## src/rtl/enc_pkg.sv

```systemverilog
// Shared types, opcode constants, immediate limits and field-packing helpers
// for the RV32I instruction encoder.
package enc_pkg;

    typedef enum logic [3:0] {
        LOAD   = 4'd0,
        STORE  = 4'd1,
        OP     = 4'd2,
        BRANCH = 4'd3,
        OPIMM  = 4'd4,
        JAL    = 4'd5,
        JALR   = 4'd6,
        AUIPC  = 4'd7,
        LUI    = 4'd8,
        LI     = 4'd9,
        FENCE  = 4'd10,
        ECALL  = 4'd11,
        EBREAK = 4'd12
    } enc_kind_t;

    localparam logic [6:0] OPC_LOAD   = 7'b0000011;
    localparam logic [6:0] OPC_STORE  = 7'b0100011;
    localparam logic [6:0] OPC_OP     = 7'b0110011;
    localparam logic [6:0] OPC_BRANCH = 7'b1100011;
    localparam logic [6:0] OPC_OPIMM  = 7'b0010011;
    localparam logic [6:0] OPC_JAL    = 7'b1101111;
    localparam logic [6:0] OPC_JALR   = 7'b1100111;
    localparam logic [6:0] OPC_AUIPC  = 7'b0010111;
    localparam logic [6:0] OPC_LUI    = 7'b0110111;

    localparam int I_MIN     = -2048;
    localparam int I_MAX     = 2047;
    localparam int SHAMT_MAX = 31;
    localparam int B_MIN     = -4096;
    localparam int B_MAX     = 4094;
    localparam int J_MIN     = -(1 << 20);
    localparam int J_MAX     = (1 << 20) - 2;

    function automatic logic [31:0] enc_i(input logic [11:0] imm, input logic [4:0] rs1,
                                          input logic [2:0] f3, input logic [4:0] rd,
                                          input logic [6:0] opc);
        return {imm, rs1, f3, rd, opc};
    endfunction

    function automatic logic [31:0] enc_s(input logic [11:0] imm, input logic [4:0] rs2,
                                          input logic [4:0] rs1, input logic [2:0] f3,
                                          input logic [6:0] opc);
        return {imm[11:5], rs2, rs1, f3, imm[4:0], opc};
    endfunction

    // Bit 0 of a branch offset is implied zero, so only [12:1] is packed.
    function automatic logic [31:0] enc_b(input logic [12:1] imm, input logic [4:0] rs2,
                                          input logic [4:0] rs1, input logic [2:0] f3,
                                          input logic [6:0] opc);
        return {imm[12], imm[10:5], rs2, rs1, f3, imm[4:1], imm[11], opc};
    endfunction

    function automatic logic [31:0] enc_u(input logic [19:0] hi, input logic [4:0] rd,
                                          input logic [6:0] opc);
        return {hi, rd, opc};
    endfunction

    function automatic logic [31:0] enc_j(input logic [20:1] imm, input logic [4:0] rd,
                                          input logic [6:0] opc);
        return {imm[20], imm[10:1], imm[11], imm[19:12], rd, opc};
    endfunction

    function automatic logic [31:0] enc_r(input logic [6:0] f7, input logic [4:0] rs2,
                                          input logic [4:0] rs1, input logic [2:0] f3,
                                          input logic [4:0] rd, input logic [6:0] opc);
        return {f7, rs2, rs1, f3, rd, opc};
    endfunction

endpackage

```

## src/rtl/enc_fifo.sv

```systemverilog
// Synchronous circular-buffer FIFO with a registered head word; no
// push-through-pop bypass, pushes while full and pops while empty are ignored.
module enc_fifo #(
    parameter int DEPTH = 4,
    parameter int W     = 32
) (
    input  logic         clk,
    input  logic         reset,
    input  logic         push,
    input  logic [W-1:0] wdata,
    input  logic         pop,
    output logic         full,
    output logic         empty,
    output logic [W-1:0] head
);
    localparam int AW = $clog2(DEPTH);
    localparam logic [AW:0] CNT_FULL = (AW + 1)'(DEPTH);
    localparam logic [AW:0] CNT_ONE  = (AW + 1)'(1);

    logic [W-1:0]  mem [DEPTH];
    logic [AW-1:0] rd_ptr_reg;
    logic [AW-1:0] wr_ptr_reg;
    logic [AW-1:0] rd_ptr_next;
    logic [AW:0]   count_reg;
    logic [W-1:0]  head_reg;
    logic          do_push;
    logic          do_pop;

    assign full        = (count_reg == CNT_FULL);
    assign empty       = (count_reg == '0);
    assign do_push     = push && !full;
    assign do_pop      = pop && !empty;
    assign rd_ptr_next = rd_ptr_reg + 1'b1;
    assign head        = head_reg;

    always_ff @(posedge clk) begin
        if (do_push) begin
            mem[wr_ptr_reg] <= wdata;
        end
    end

    always_ff @(posedge clk) begin
        if (reset) begin
            rd_ptr_reg <= '0;
            wr_ptr_reg <= '0;
            count_reg  <= '0;
            head_reg   <= '0;
        end else begin
            if (do_push) begin
                wr_ptr_reg <= wr_ptr_reg + 1'b1;
            end
            if (do_pop) begin
                rd_ptr_reg <= rd_ptr_next;
            end
            case ({do_push, do_pop})
                2'b10:   count_reg <= count_reg + CNT_ONE;
                2'b01:   count_reg <= count_reg - CNT_ONE;
                default: count_reg <= count_reg;
            endcase
            // Head tracks the oldest entry: next stored word on pop, or the
            // incoming word when it becomes the only entry.
            if (do_pop) begin
                if (count_reg > CNT_ONE) begin
                    head_reg <= mem[rd_ptr_next];
                end else if (do_push) begin
                    head_reg <= wdata;
                end
            end else if (do_push && empty) begin
                head_reg <= wdata;
            end
        end
    end

endmodule

```

## src/rtl/instr_encoder.sv

```systemverilog
// RV32I field-level instruction encoder with LI expansion and output FIFO.
// Define ENC_SYSTEM_EN to enable the FENCE/ECALL/EBREAK kinds.
module instr_encoder
    import enc_pkg::*;
#(
    parameter int FIFO_DEPTH = 4,
    parameter int ERR_W      = 8
) (
    input  logic             clk,
    input  logic             reset,
    input  logic             req_valid,
    output logic             req_ready,
    input  logic [3:0]       req_kind,
    input  logic [2:0]       req_funct3,
    input  logic             req_funct7b5,
    input  logic [4:0]       req_rd,
    input  logic [4:0]       req_rs1,
    input  logic [4:0]       req_rs2,
    input  logic [31:0]      req_imm,
    output logic             out_valid,
    input  logic             out_ready,
    output logic [31:0]      out_instr,
    output logic [ERR_W-1:0] err_count
);
    localparam logic [0:0] IDLE   = 1'b0;
    localparam logic [0:0] SECOND = 1'b1;

    logic [0:0]       state_reg;
    logic [4:0]       rd_reg;
    logic [11:0]      lo_reg;
    logic [ERR_W-1:0] err_count_reg;

    logic             full;
    logic             empty;
    logic             accept;
    logic             push;
    logic [31:0]      push_word;

    logic [31:0]        enc_word;
    logic               enc_ok;
    logic               enc_second;
    logic signed [31:0] imm_s;
    logic               in_i;
    logic [19:0]        li_hi;

    assign req_ready = (state_reg == IDLE) && !full && !reset;
    assign accept    = req_valid && req_ready;
    assign imm_s     = req_imm;
    assign in_i      = (imm_s >= I_MIN) && (imm_s <= I_MAX);
    // (imm + 0x800) >> 12 is imm[31:12] plus the carry out of imm[11:0] + 0x800.
    assign li_hi     = req_imm[31:12] + {19'd0, req_imm[11]};

    always_comb begin
        enc_word   = '0;
        enc_ok     = 1'b0;
        enc_second = 1'b0;
        case (req_kind)
            LOAD: begin
                enc_ok   = in_i;
                enc_word = enc_i(req_imm[11:0], req_rs1, req_funct3, req_rd, OPC_LOAD);
            end
            STORE: begin
                enc_ok   = in_i;
                enc_word = enc_s(req_imm[11:0], req_rs2, req_rs1, req_funct3, OPC_STORE);
            end
            OP: begin
                enc_ok   = 1'b1;
                enc_word = enc_r({1'b0, req_funct7b5, 5'd0}, req_rs2, req_rs1, req_funct3,
                                 req_rd, OPC_OP);
            end
            BRANCH: begin
                enc_ok   = (imm_s >= B_MIN) && (imm_s <= B_MAX) && !req_imm[0];
                enc_word = enc_b(req_imm[12:1], req_rs2, req_rs1, req_funct3, OPC_BRANCH);
            end
            OPIMM: begin
                if (req_funct3 == 3'b001 || req_funct3 == 3'b101) begin
                    enc_ok   = (imm_s >= 0) && (imm_s <= SHAMT_MAX);
                    enc_word = enc_i({1'b0, req_funct7b5, 5'd0, req_imm[4:0]}, req_rs1,
                                     req_funct3, req_rd, OPC_OPIMM);
                end else begin
                    enc_ok   = in_i;
                    enc_word = enc_i(req_imm[11:0], req_rs1, req_funct3, req_rd, OPC_OPIMM);
                end
            end
            JAL: begin
                enc_ok   = (imm_s >= J_MIN) && (imm_s <= J_MAX) && !req_imm[0];
                enc_word = enc_j(req_imm[20:1], req_rd, OPC_JAL);
            end
            JALR: begin
                enc_ok   = in_i;
                enc_word = enc_i(req_imm[11:0], req_rs1, req_funct3, req_rd, OPC_JALR);
            end
            AUIPC: begin
                enc_ok   = (req_imm[11:0] == 12'd0);
                enc_word = enc_u(req_imm[31:12], req_rd, OPC_AUIPC);
            end
            LUI: begin
                enc_ok   = (req_imm[11:0] == 12'd0);
                enc_word = enc_u(req_imm[31:12], req_rd, OPC_LUI);
            end
            LI: begin
                enc_ok = 1'b1;
                if (in_i) begin
                    enc_word = enc_i(req_imm[11:0], 5'd0, 3'b000, req_rd, OPC_OPIMM);
                end else begin
                    enc_word   = enc_u(li_hi, req_rd, OPC_LUI);
                    enc_second = (req_imm[11:0] != 12'd0);
                end
            end
`ifdef ENC_SYSTEM_EN
            FENCE: begin
                enc_ok   = 1'b1;
                enc_word = 32'h0FF0_000F;
            end
            ECALL: begin
                enc_ok   = 1'b1;
                enc_word = 32'h0000_0073;
            end
            EBREAK: begin
                enc_ok   = 1'b1;
                enc_word = 32'h0010_0073;
            end
`endif
            default: begin
                enc_ok   = 1'b0;
                enc_word = '0;
            end
        endcase
    end

    assign push      = (state_reg == IDLE) ? (accept && enc_ok) : !full;
    assign push_word = (state_reg == IDLE) ? enc_word
                                           : enc_i(lo_reg, rd_reg, 3'b000, rd_reg, OPC_OPIMM);

    always_ff @(posedge clk) begin
        if (reset) begin
            state_reg     <= IDLE;
            rd_reg        <= '0;
            lo_reg        <= '0;
            err_count_reg <= '0;
        end else begin
            case (state_reg)
                IDLE: begin
                    if (accept) begin
                        if (!enc_ok) begin
                            if (err_count_reg != '1) begin
                                err_count_reg <= err_count_reg + 1'b1;
                            end
                        end else if (enc_second) begin
                            state_reg <= SECOND;
                            rd_reg    <= req_rd;
                            lo_reg    <= req_imm[11:0];
                        end
                    end
                end
                default: begin
                    if (!full) begin
                        state_reg <= IDLE;
                    end
                end
            endcase
        end
    end

    assign err_count = err_count_reg;

    enc_fifo #(
        .DEPTH (FIFO_DEPTH),
        .W     (32)
    ) u_fifo (
        .clk   (clk),
        .reset (reset),
        .push  (push),
        .wdata (push_word),
        .pop   (out_ready),
        .full  (full),
        .empty (empty),
        .head  (out_instr)
    );

    assign out_valid = !empty;

endmodule

```

## config.mk

```make
export PLATFORM = sky130hd
export DESIGN_NAME = instr_encoder
export DESIGN_NICKNAME = d
export VERILOG_FILES = /design/src/rtl/enc_pkg.sv /design/src/rtl/enc_fifo.sv /design/src/rtl/instr_encoder.sv
export SDC_FILE = /design/constraint.sdc
export NUM_CORES = 1
export LEC_CHECK = 0
export CAP_MARGIN = 25
export CORE_ASPECT_RATIO = 1.25
export CORE_UTILIZATION = 47
export DETAILED_ROUTE_END_ITERATION = 8
export PLACE_DENSITY = 0.74
export SLEW_MARGIN = 40
export SYNTH_ARGS = -nofsm -noshare
export SYNTH_HDL_FRONTEND = slang
export SYNTH_SLANG_ARGS = --single-unit
```

## constraint.sdc

```tcl
create_clock -name clk -period 7 [get_ports clk]
set_input_delay 1.05 -clock clk [delete_from_list [all_inputs] [get_ports clk]]
set_output_delay 1.05 -clock clk [all_outputs]
set_load 0.02 [all_outputs]
```

======== Yosys cells after proc, flatten, opt, wreduce, memory -nomap -nowiden ========
Memories as Yosys holds them, arrays and structs flattened.
Index checks and enable logic that the tools add are counted.
word-level totals
  bits in writable memories ............... 128
  register bits ........................... 65
  output and inout bits ................... 42
  input bits .............................. 59
  memories kept ........................... 1
  logic and storage cells ................. 93
cells by class
  eq/ne operators ......................... 16
  bitwise gates (word level) .............. 2
  magnitude comparators ................... 9
  reductions and logical operators ........ 30
  multiplexer cells ....................... 21
  add/sub/neg operators ................... 6
memory list
  name        depth  bits a word  read ports  clocked after memory_dff  wr ports  line            RTL
  u_fifo.mem  4      32           1           0                         1         enc_fifo.sv:20  logic [W-1:0] mem [DEPTH];
operator list
  cell                                                                  number
  case mux 32 bit (10 select lines)                                     1
  2-to-1 mux 32 bit                                                     7
  greater-or-equal comparator 32 x 1 -> 1 bit (second input constant)   1
  greater-or-equal comparator 32 x 12 -> 1 bit (second input constant)  1
  greater-or-equal comparator 32 x 13 -> 1 bit (second input constant)  1
  greater-or-equal comparator 32 x 21 -> 1 bit (second input constant)  1
  less-or-equal comparator 32 x 12 -> 1 bit (second input constant)     1
  less-or-equal comparator 32 x 13 -> 1 bit (second input constant)     1
  less-or-equal comparator 32 x 21 -> 1 bit (second input constant)     1
  less-or-equal comparator 32 x 6 -> 1 bit (second input constant)      1
  adder 20 x 1 -> 20 bit                                                1
  equality test 4 x 3 -> 1 bit (second input constant)                  4
  logical AND 1 bit                                                     13
  logical NOT 12 bit                                                    1
  nonzero test 12 bit                                                   1
  2-to-1 mux 1 bit                                                      11
  adder 8 x 1 -> 8 bit (second input constant)                          1
  equality test 4 x 2 -> 1 bit (second input constant)                  2
  equality test 4 bit (second input constant)                           2
  != test 8 bit (second input constant)                                 1
  AND reduction 4 bit                                                   2
  equality test 3 bit (second input constant)                           2
  case mux 1 bit (6 select lines)                                       1
  case mux 3 bit (2 select lines)                                       1
  18 further kinds                                                      25

======== Longest topological paths before layout ========
Gate-level depths: netlist (run 1).
  depth after elaboration ................. 11
  gate-level depth with buffers ........... 13
  mapped depth without buffers ............ 12

======== Modules after synthesis ========
A second synthesis (run 1) with hierarchy kept.
unflattened totals
  cells, all modules ...................... 803
  area total of the unflattened synthesis .. 9,392.8 um^2
modules (own cells, without submodules)
  module         cells each  seq. area each (um^2)  area an instance (um^2)  times used
  enc_fifo       403         4,624.4                6,523.8                  1
  instr_encoder  400         520.5                  2,869.0                  1

======== Worst setup path after synthesis (run 1) ========
No wires, ideal clock.
  path type ............................... in2reg
  start ................................... in req_imm[20]
  end ..................................... mem u_fifo.mem[0][10] (enable)
  buffers on the path ..................... 1
  data arrival time ....................... 3.414 ns
  setup time .............................. 0.391 ns
  data required time ...................... 6.609 ns
  path slack .............................. 3.195 ns
  stages on the path ...................... 7
  path through ............................ buf_4 > nand4_2 > or4_1 > or3_1 > nand2_1 > o31a_2 > and2_1
on the way
  longest elaborated chain between the ends .. 9
  elaborated cells on any way between the ends .. 21
  classes of those cells .................. 8 x order compare; 5 x mux; 8 x reduce/logical
RTL lines
  element                                                               line                  RTL
  start: declaration                                                    instr_encoder.sv:19   input logic [31:0] req_imm,
  greater-or-equal comparator 32 x 12 -> 1 bit (tied with other cells)  instr_encoder.sv:49   assign in_i = (imm_s >= I_MIN) && (imm_s <= I_MAX);
  logical AND 1 bit, on equally long branches                           --
  2-to-1 mux 1 bit (tied with other cells)                              instr_encoder.sv:76   if (req_funct3 == 3'b001 || req_funct3 == 3'b101) begin
  case mux 1 bit (6 select lines) (*)                                   instr_encoder.sv:57   case (req_kind)
  logical AND 1 bit (*)                                                 instr_encoder.sv:131  assign push = (state_reg == IDLE) ? (accept && enc_ok) : !full;
  2-to-1 mux 1 bit (*)                                                  instr_encoder.sv:131
  logical AND 1 bit (*)                                                 enc_fifo.sv:31        assign do_push = push && !full;
  2-to-1 mux 1 bit (*)                                                  enc_fifo.sv:37        if (do_push) begin
  2-to-1 mux 1 bit (not written as such) (*)                            enc_fifo.sv:38        mem[wr_ptr_reg] <= wdata;
  end: declaration                                                      enc_fifo.sv:20
Every way passes the cells marked *; elsewhere a longest branch is shown, timed or not.

======== Worst setup path in the final report (run 1) ========
  start ................................... in req_imm[24]
  end ..................................... mem u_fifo.mem[2][7] (enable)
Same word-level chain as after synthesis.

==> results of run 1 <==
-- through the flow --
step	hold WS, ps	power (uW)	worst slack, ps	cell area [um^2]	cells
global placement	468.7	1796	2127	10460	1132
floorplan	451.5	1618	3195	9333	813
CTS	496.0	2744	2657	11060	1164
detailed placement	481.3	1803	2221	10470	1132
finish	495.2	2737	2597	11070	1164
global route	519.0	2836	2450	11070	1164
-- critical path: stages --
cell,delay (ps)
clkdlybuf4s50_1,540
nor4_1,670
nand3_1,390
or2_1,350
a211o_1,280
o211ai_2,160
o31a_2,300
and2_2,700
-- routing by layer --
metal,global-route usage (%),vias up
li1,-,3210
met1,32.64,3337
met2,41.53,339
met3,3.696,50
met4,9.572,0
met5,0,-
-- logic make-up (layout without fill, tap and decap cells) --
group,count (synthesis),after routing,share of synthesized area (%)
flops,188,188,53.63
mux,63,63,10.97
xor+xnor,17,17,1.595
buf+inv,68,154,3.513
compound gates,169,169,12.70
fa+ha+maj,14,14,1.877
simple gates,294,294,15.73
-- layout make-up --
cell class | instances | area [um^2] | area share [%]
clock buffers | 18 | 450.4 | 4.068
clock inverters | 14 | 143.9 | 1.300
inverters | 13 | 48.80 | 0.4407
multi-input cells | 557 | 4024 | 36.34
flip-flops and latches | 188 | 5006 | 45.21
well taps | 265 | 331.6 | 2.995
repair buffers | 109 | 1067 | 9.639
-- path summary, 6_finish.rpt --
path                       startpoint          endpoint  slack (ps)  cells after the start
setup reg to reg  u_fifo.count_reg[0]   u_fifo.head[30]        3950                     10
setup / recovery          req_imm[24]  u_fifo.mem[2][7]        2600                      8
hold reg to reg        u_fifo.head[2]    u_fifo.head[2]         500                      2
hold / removal         u_fifo.head[2]    u_fifo.head[2]         500                      2
-- power breakdown --
| part | switching [uW] | total, uW | internal, uW | leakage (uW) |
|---|---|---|---|---|
| clock network | 458 | 955 | 497 | 0.000293 |
| logic | 316 | 546 | 230 | 0.00162 |
| registers | 18.7 | 1240 | 1220 | 0.00165 |
-- synthesized netlist by cell type (6+ instances only) --
cell	count	area share [%]
a211oi_1	8	0.64
a211oi_2	11	1.5
a21oi_1	38	2.0
a311oi_1	15	1.4
and2_1	9	0.60
and3_1	6	0.40
buf_2	7	0.38
clkbuf_1	35	1.4
dfxtp_1	64	14
edfxtp_1	124	40
ha_1	14	1.9
inv_1	13	0.52
mux2i_1	28	3.0
mux4_2	31	7.5
nand2_1	75	3.0
nand2b_1	9	0.60
nand3_1	21	1.1
nand4_1	9	0.60
nor2_1	88	3.5
nor2b_1	10	0.67
nor3_1	20	1.1
nor4_1	11	0.74
o211ai_1	8	0.64
o21ai_0	39	2.1
or2_2	6	0.40
xnor2_1	10	0.94
xor2_1	7	0.66
==> results.yml, run 1 <==
outcome:
  status: "finished clean"
global_routing:
  grt_first_pass_wirelength_um: 38210
  grt_overflow: 0
  gr-usage-all-layers_pct: 24.89
  grt_pass1_vias: 6687
  grt_start_max_net_pins: 72
  antenna_found_initial: 0
final_layout:
  mostFrequentLayoutCells: "edfxtp_1, clkdlybuf4s50_1, nor2_1"
  fin_nets: 959
  final_common_cell: "edfxtp_1"
  layout-drive-gt1-share_pct: 12.57
  area_growth_pct: 18.64
  largest_reg_flops: 124
  final_core_util_pct: 56.87
  n_fill_cell: 1620
  antenna_cells: 0
clocking:
  clockBufferDepth: 2
  cts_hold_buf: 0
  clk_pin_slew_ps: 80
  cts_tree: "done"
  post_cts_resized: 0
  h-tree-depth: 4
  cts_made_buffers: 17
  cts_setup_buffers: 0
  clkSinkCount: 188
  root_buffer: "clkbuf_16"
  clkLatencyLatePin_ps: 440
placed_design:
  hpwlAfterDp_um: 16630
  placement.io_buffers: 100
  place.gp.congestion: 0.9279
sta:
  worstMarginPinSlew_ps: 828.2
  relSlewSlack_pct: 44.09
  fin_crit_ps: 4403
  fmax_mhz: 227.1
  period_share_pct: 62.90
  drv_slew: 0
  setup_viol: 0
  fin_tns_setup_ps: 0
  clock_skew_ps: 10.02
  finalHoldViolations: 0
  rsz0062_at_grt: "no"
logic_synthesis:
  ys_seq_elements: 188
  syn_inst: 813
  synth_fp_nets: 886
  ys_warn_count: 0
  synth-async-reset-ratio_pct: 0
  synth.avg_cell_area_um2: 11.48
  synthesis.area_um2: 9333
  ys_seq_area_share_pct: 53.63
  ys_types: 78
  synth-edff-count: 124
  synth_flop_cell: "edfxtp_1"
setup_path:
  crit_required_ps: 7060
  setup.worst_path.class: "in2reg"
  crit_fanout: 31
  cp-start-kind: "input port"
  crit_path_end_kind: "register"
  critPathArrivalTime_ps: 4460
route:
  drtIter0Drc: 741
  wl_met1_um: 9836
  avgRoutedWirePerCell_um: 20.91
  wirelength_um: 24350
  vias_per_cell: 5.959
  top_layer: "met4"
  ant_nets: 0
  route.detailed.drc: 0
  met3_length_um: 1635
  first_pass_iters: 7
  vias: 6936
  dr_wl_met2_um: 12170
pwr:
  peakVddDrop_uv: 177.2
  power_density_nw_per_um2: 247.2
  p_leak_uw: 0.003567
die:
  rows: 57
  die_h_um: 159.5
  dieArea_um2: 20430
  boundaryPins: 101
  start_util_pct: 47.93
  core_area_um2: 19470
  die_x_um: 128.0
run:
  drv_cap: 0
min_path:
  hold_class: "reg2reg"
Note: power is estimated with default switching activity, not from simulation.
==> run 2: changes to the inputs <==
==> constraint.sdc (replaced) <==
create_clock -name clk -period 4.35 [get_ports clk]
set_input_delay 0.6525 -clock clk [delete_from_list [all_inputs] [get_ports clk]]
set_output_delay 0.6525 -clock clk [all_outputs]
set_load 0.02 [all_outputs]
==> run 2 against run 1 <==
  * Core utilization increased by 0.79 points
  * Final cell count increased by 2.0%
  * Global-route usage decreased by 0.44 points
  * Via count increased by 0.56%
  * Die area unchanged
  * Worst setup slack got worse by 1800 ps
  * Power increased by 62%
  * Sequential power increased by 64%
  * Cell area increased by 1.4%
  * Non-clock buffer count increased by 23
  * Critical path type unchanged
  * Worst hold slack about the same
==> results.yml, run 2 (synthesis results as in run 1) <==
outcome:
  status: "finished clean"
placed_design:
  hpwlAfterDp_um: 16790
  place.gp.congestion: 1.046
  placed_cell_area_um2: 10630
  placement.io_buffers: 100
sta:
  relSlewSlack_pct: 46.61
  finalHoldViolations: 0
  fin_crit_ps: 3600
  fin_tns_setup_ps: 0
  drv_slew: 0
  rsz0062_at_grt: "no"
  worstMarginPinSlew_ps: 792.4
  setup_viol: 0
  fmax_mhz: 277.8
  period_share_pct: 82.76
  clock_skew_ps: 10.39
die:
  rows: 57
  die_h_um: 159.5
  die_x_um: 128.0
  core_area_um2: 19470
  dieArea_um2: 20430
  boundaryPins: 101
  start_util_pct: 47.93
clocking:
  post_cts_resized: 0
  clockBufferDepth: 2
  cts_tree: "done"
  clkLatencyLatePin_ps: 440
  cts_setup_buffers: 0
  clkSinkCount: 188
  cts_hold_buf: 0
  cts_made_buffers: 17
  root_buffer: "clkbuf_16"
  h-tree-depth: 4
  clk_pin_slew_ps: 70
final_layout:
  layout-drive-gt1-share_pct: 14.32
  fin_nets: 982
  area_growth_pct: 20.28
  largest_reg_flops: 124
  multiInputGateArea_um2: 4001
  mostFrequentLayoutCells: "edfxtp_1, clkdlybuf4s50_1, nor2_1"
  final_common_cell: "edfxtp_1"
  regArea_um2: 5007
  fin_area_um2: 11230
  antenna_cells: 0
  n_fill_cell: 1592
route:
  vias_per_cell: 5.876
  avgRoutedWirePerCell_um: 20.27
  route.detailed.drc: 0
  wirelength_um: 24060
  vias: 6975
  ant_nets: 0
  drtIter0Drc: 661
  first_pass_iters: 5
pwr:
  power_density_nw_per_um2: 394.2
  p_leak_uw: 0.003675
  peakVddDrop_uv: 306.4
  finalPower_uw: 4425
setup_path:
  crit_path_end_kind: "register"
  crit_fanout: 7
  setup.worst_path.class: "in2reg"
  cp-start-kind: "input port"
  critPathArrivalTime_ps: 3960
  r2r_cells: 11
  crit_required_ps: 4710
global_routing:
  antenna_found_initial: 0
  gr-usage-all-layers_pct: 24.45
  grt_start_max_net_pins: 71
  grt_first_pass_wirelength_um: 37490
  grt_pass1_vias: 6927
  grt_overflow: 0
min_path:
  hold_depth: 2
  hold_class: "reg2reg"
run:
  drv_cap: 0
[run 2: cell count changes in the layout (fill, tap and decap cells not counted), moves of 3 or more]
cell,delta
buf_4,+23
inv_8,-3
and2_4,-3
and2_1,+4
inv_6,+4
[run 2: path summary, 6_finish.rpt]
| path | start | to | slack [ps] |
|---|---|---|---|
| setup / recovery | req_imm[24] | u_fifo.count_reg[2] | 750 |
| hold / removal | u_fifo.head[2] | u_fifo.head[2] | 490 |
| setup reg to reg | u_fifo.count_reg[0] | u_fifo.count_reg[2] | 1500 |
| hold reg to reg | u_fifo.head[2] | u_fifo.head[2] | 490 |
[run 2: worst max-delay path, stage by stage]
cell             delay, ps
clkdlybuf4s50_1        520
nor4_1                 570
nand3_1                290
or2_1                  320
a211o_1                290
o211ai_2               140
o31a_2                 280
inv_1                   60
ha_1                   340
or3_1                  370
a21oi_1                140
[run 2: cell type report]
cell class	instances	area share, %
Multi-Input combinational cell	557	35.64
Tap cell	265	2.954
Inverter	13	0.4347
Clock buffer	19	4.035
Sequential cell	188	44.61
Timing Repair Buffer	132	11.05
Clock inverter	13	1.282
[run 2: metal layers]
metal / part of all wire [%] / vias to the layer above / track usage [%] / wire, um
met5: 0 / - / 0 / 0
met4: 3.9 / 0 / 13.21 / 929
met3: 6.2 / 65 / 4.032 / 1486
met2: 50 / 280 / 40.17 / 12000
met1: 40 / 3368 / 30.76 / 9643
li1: - / 3262 / - / -
[run 2: report_power, final]
part	switching, uW	leakage [uW]	internal (uW)
clock network	701	0.000291	843
registers	74.0	0.00165	1960
logic	465	0.00173	382
[run 2: stage by stage]
step / instances / util (%) / setup WS, ps / hold WS, ps
after floorplan: 813 / - / 942.7 / 451.5
after global placement: 1155 / 54.56 / 324.4 / 467.8
after detailed placement: 1155 / 54.57 / 340.6 / 480.9
after CTS: 1187 / 57.64 / 783.8 / 494.5
after global routing: 1187 / 57.66 / 497.7 / 503.6
final: 1187 / 57.66 / 750.0 / 494.9
==> run 3: changes to the inputs <==
--- a/config.mk
+++ b/config.mk
@@ -9,7 +9,7 @@
 export CORE_ASPECT_RATIO = 1.25
 export CORE_UTILIZATION = 47
 export DETAILED_ROUTE_END_ITERATION = 8
-export PLACE_DENSITY = 0.74
+export PLACE_DENSITY = 0.77
 export SLEW_MARGIN = 40
 export SYNTH_ARGS = -nofsm -noshare
 export SYNTH_HDL_FRONTEND = slang
==> constraint.sdc (replaced) <==
create_clock -name clk -period 3 [get_ports clk]
set_input_delay 0.45 -clock clk [delete_from_list [all_inputs] [get_ports clk]]
set_output_delay 0.45 -clock clk [all_outputs]
set_load 0.02 [all_outputs]
==> run 3 against run 2 <==
  * Cell area up 11%
  * Worst hold slack worse by 3.4 ps
  * Register-to-register slack worse by 1200 ps
  * Clock-buffer cell count down 1
  * Clock power up 49%
  * Combinational power up 71%
  * Routed wire length up 10%
  * Critical endpoint unchanged
  * Largest cell class unchanged
  * Largest power group unchanged
==> results.yml, run 3 (synthesis results as in run 1) <==
clocking:
  clockBufferDepth: 2
  cts_tree: "done"
  cts_hold_buf: 0
  root_buffer: "clkbuf_16"
  h-tree-depth: 4
  cts_made_buffers: 17
  clk_pin_slew_ps: 80
  clkSinkCount: 188
  clkLatencyLatePin_ps: 440
setup_path:
  r2r_end: "u_fifo.head[7]"
  cp_slowest_cell: "or4_4"
  crit_chain: "clkdlybuf4s50_1 -> buf_4 -> nand3_1 -> or4_4 -> or3_4 -> nand2_1 -> o31a_2 -> inv_1 -> ha_1 -> mux2i_1 -> or3_1 -> a21oi_1"
  rrSetupSlack_ps: 290
  critPathArrivalTime_ps: 3250
  reg2reg_from: "u_fifo.count_reg[0]"
  crit_path_end_kind: "register"
  critPathCapture: "u_fifo.count_reg[2]"
  crit_fanout: 5
  slowest_delay_ps: 510
  r2r_cells: 10
  cp-start-kind: "input port"
  crit_required_ps: 3360
  setup.worst_path.class: "in2reg"
  critPathLaunch: "req_imm[24]"
pwr:
  finalPower_uw: 6647
  peakVddDrop_uv: 415.7
  p_leak_uw: 0.004391
  power_density_nw_per_um2: 532.9
sta:
  finalWorstSetupSlack_ps: 112.6
  fin_tns_setup_ps: 0
  fmax_mhz: 346.3
  fin_crit_ps: 2887
  relSlewSlack_pct: 43.20
  clock_skew_ps: 13.05
  finalHoldViolations: 0
  period_share_pct: 96.25
  worstMarginPinSlew_ps: 852.1
  rsz0062_at_grt: "yes"
  drv_slew: 0
  setup_viol: 0
final_layout:
  fin_nets: 1119
  antenna_cells: 0
  mostFrequentLayoutCells: "buf_4, edfxtp_1, clkdlybuf4s50_1"
  final_common_cell: "buf_4"
  layout-drive-gt1-share_pct: 26.82
  area_growth_pct: 33.65
  stdcell_count: 1324
  n_fill_cell: 1484
  largest_reg_flops: 124
route:
  route.detailed.drc: 0
  drtIter0Drc: 620
  wirelength_um: 26570
  vias: 7735
  vias_per_cell: 5.842
  first_pass_iters: 5
  ant_nets: 0
  avgRoutedWirePerCell_um: 20.07
die:
  boundaryPins: 101
  dieArea_um2: 20430
  die_h_um: 159.5
  die_x_um: 128.0
  rows: 57
  core_area_um2: 19470
  start_util_pct: 47.93
placed_design:
  dp.cells: 1292
  placement.io_buffers: 100
  pre_cts_ws_ps: -433.6
  place.gp.congestion: 1.024
  hpwlAfterDp_um: 19190
global_routing:
  grt_start_max_net_pins: 71
  grt_overflow: 0
  grt_pass1_vias: 7615
  grt_first_pass_wirelength_um: 41680
  antenna_found_initial: 0
  gr-usage-all-layers_pct: 27.10
outcome:
  status: "finished clean"
min_path:
  hold_class: "reg2reg"
run:
  drv_cap: 0
## run 3: cell count changes in the layout (fill, tap and decap cells not counted), moves of 4 or more
cell,delta
nor4_2,+7
nor4_1,-7
inv_6,-4
buf_4,+129
and2_2,+4
inv_8,+5
and2_1,-4
buf_12,+9
## run 3: critical path, delay by kind of cell
kind / cells / cell delay, ps
compound gates: 2 / 280
fa+ha+maj: 1 / 210
simple gates: 5 / 1480
buf+inv: 3 / 690
mux: 1 / 140
## run 3: area by class of cell
type	instances	area [um^2]	share of cell area (%)
inverter	13	48.80	0.3912
sequential	188	5009	40.15
timing repair buffer	269	2377	19.06
multi-input combinational	557	4091	32.80
clock inverter	14	165.2	1.324
tap	265	331.6	2.658
clock buffer	18	450.4	3.611
## run 3: where the power goes
part	switching [uW]	internal (uW)
Sequential	58.4	2840
Combinational	782	666
Clock	1120	1180
## run 3: repair_timing
action / in CTS / in global routing
hold endpoints to repair: 0 / 0
buffers inserted: 0 / 0
setup endpoints to repair: 0 / 21
gates resized for setup: 0 / 15
## run 3: worst min-delay path by stage
stage,from,end,slack [ps],cells after the start
2_1_floorplan,lo_reg[11],lo_reg[11],450,2
3_3_place_gp,lo_reg[11],lo_reg[11],460,2
3_5_place_dp,lo_reg[11],lo_reg[11],480,2
4_1_cts,u_fifo.head[13],u_fifo.head[13],500,2
5_1_grt,u_fifo.head[13],u_fifo.head[13],510,2
6_report,u_fifo.head[13],u_fifo.head[13],490,2
## run 3: per-layer routing
metal  vias to the layer above  global-route usage [%]  routed length (um)
met3                        56                   4.167                1406
met1                      3786                   33.77               10480
met4                         0                   11.55                1034
met5                         -                       0                   0
li1                       3547                       -                   -
met2                       346                   46.54               13640
## run 3: stage by stage
stage | hold WS [ps] | cell area (um^2) | utilization, %
after CTS | 495.4 | 12380 | 63.61
after detailed placement | 475.8 | 11770 | 60.45
after global routing | 508.9 | 12470 | 64.06
final | 491.5 | 12470 | 64.06
after floorplan | 451.5 | 9338 | -
after global placement | 463.6 | 11770 | 60.45
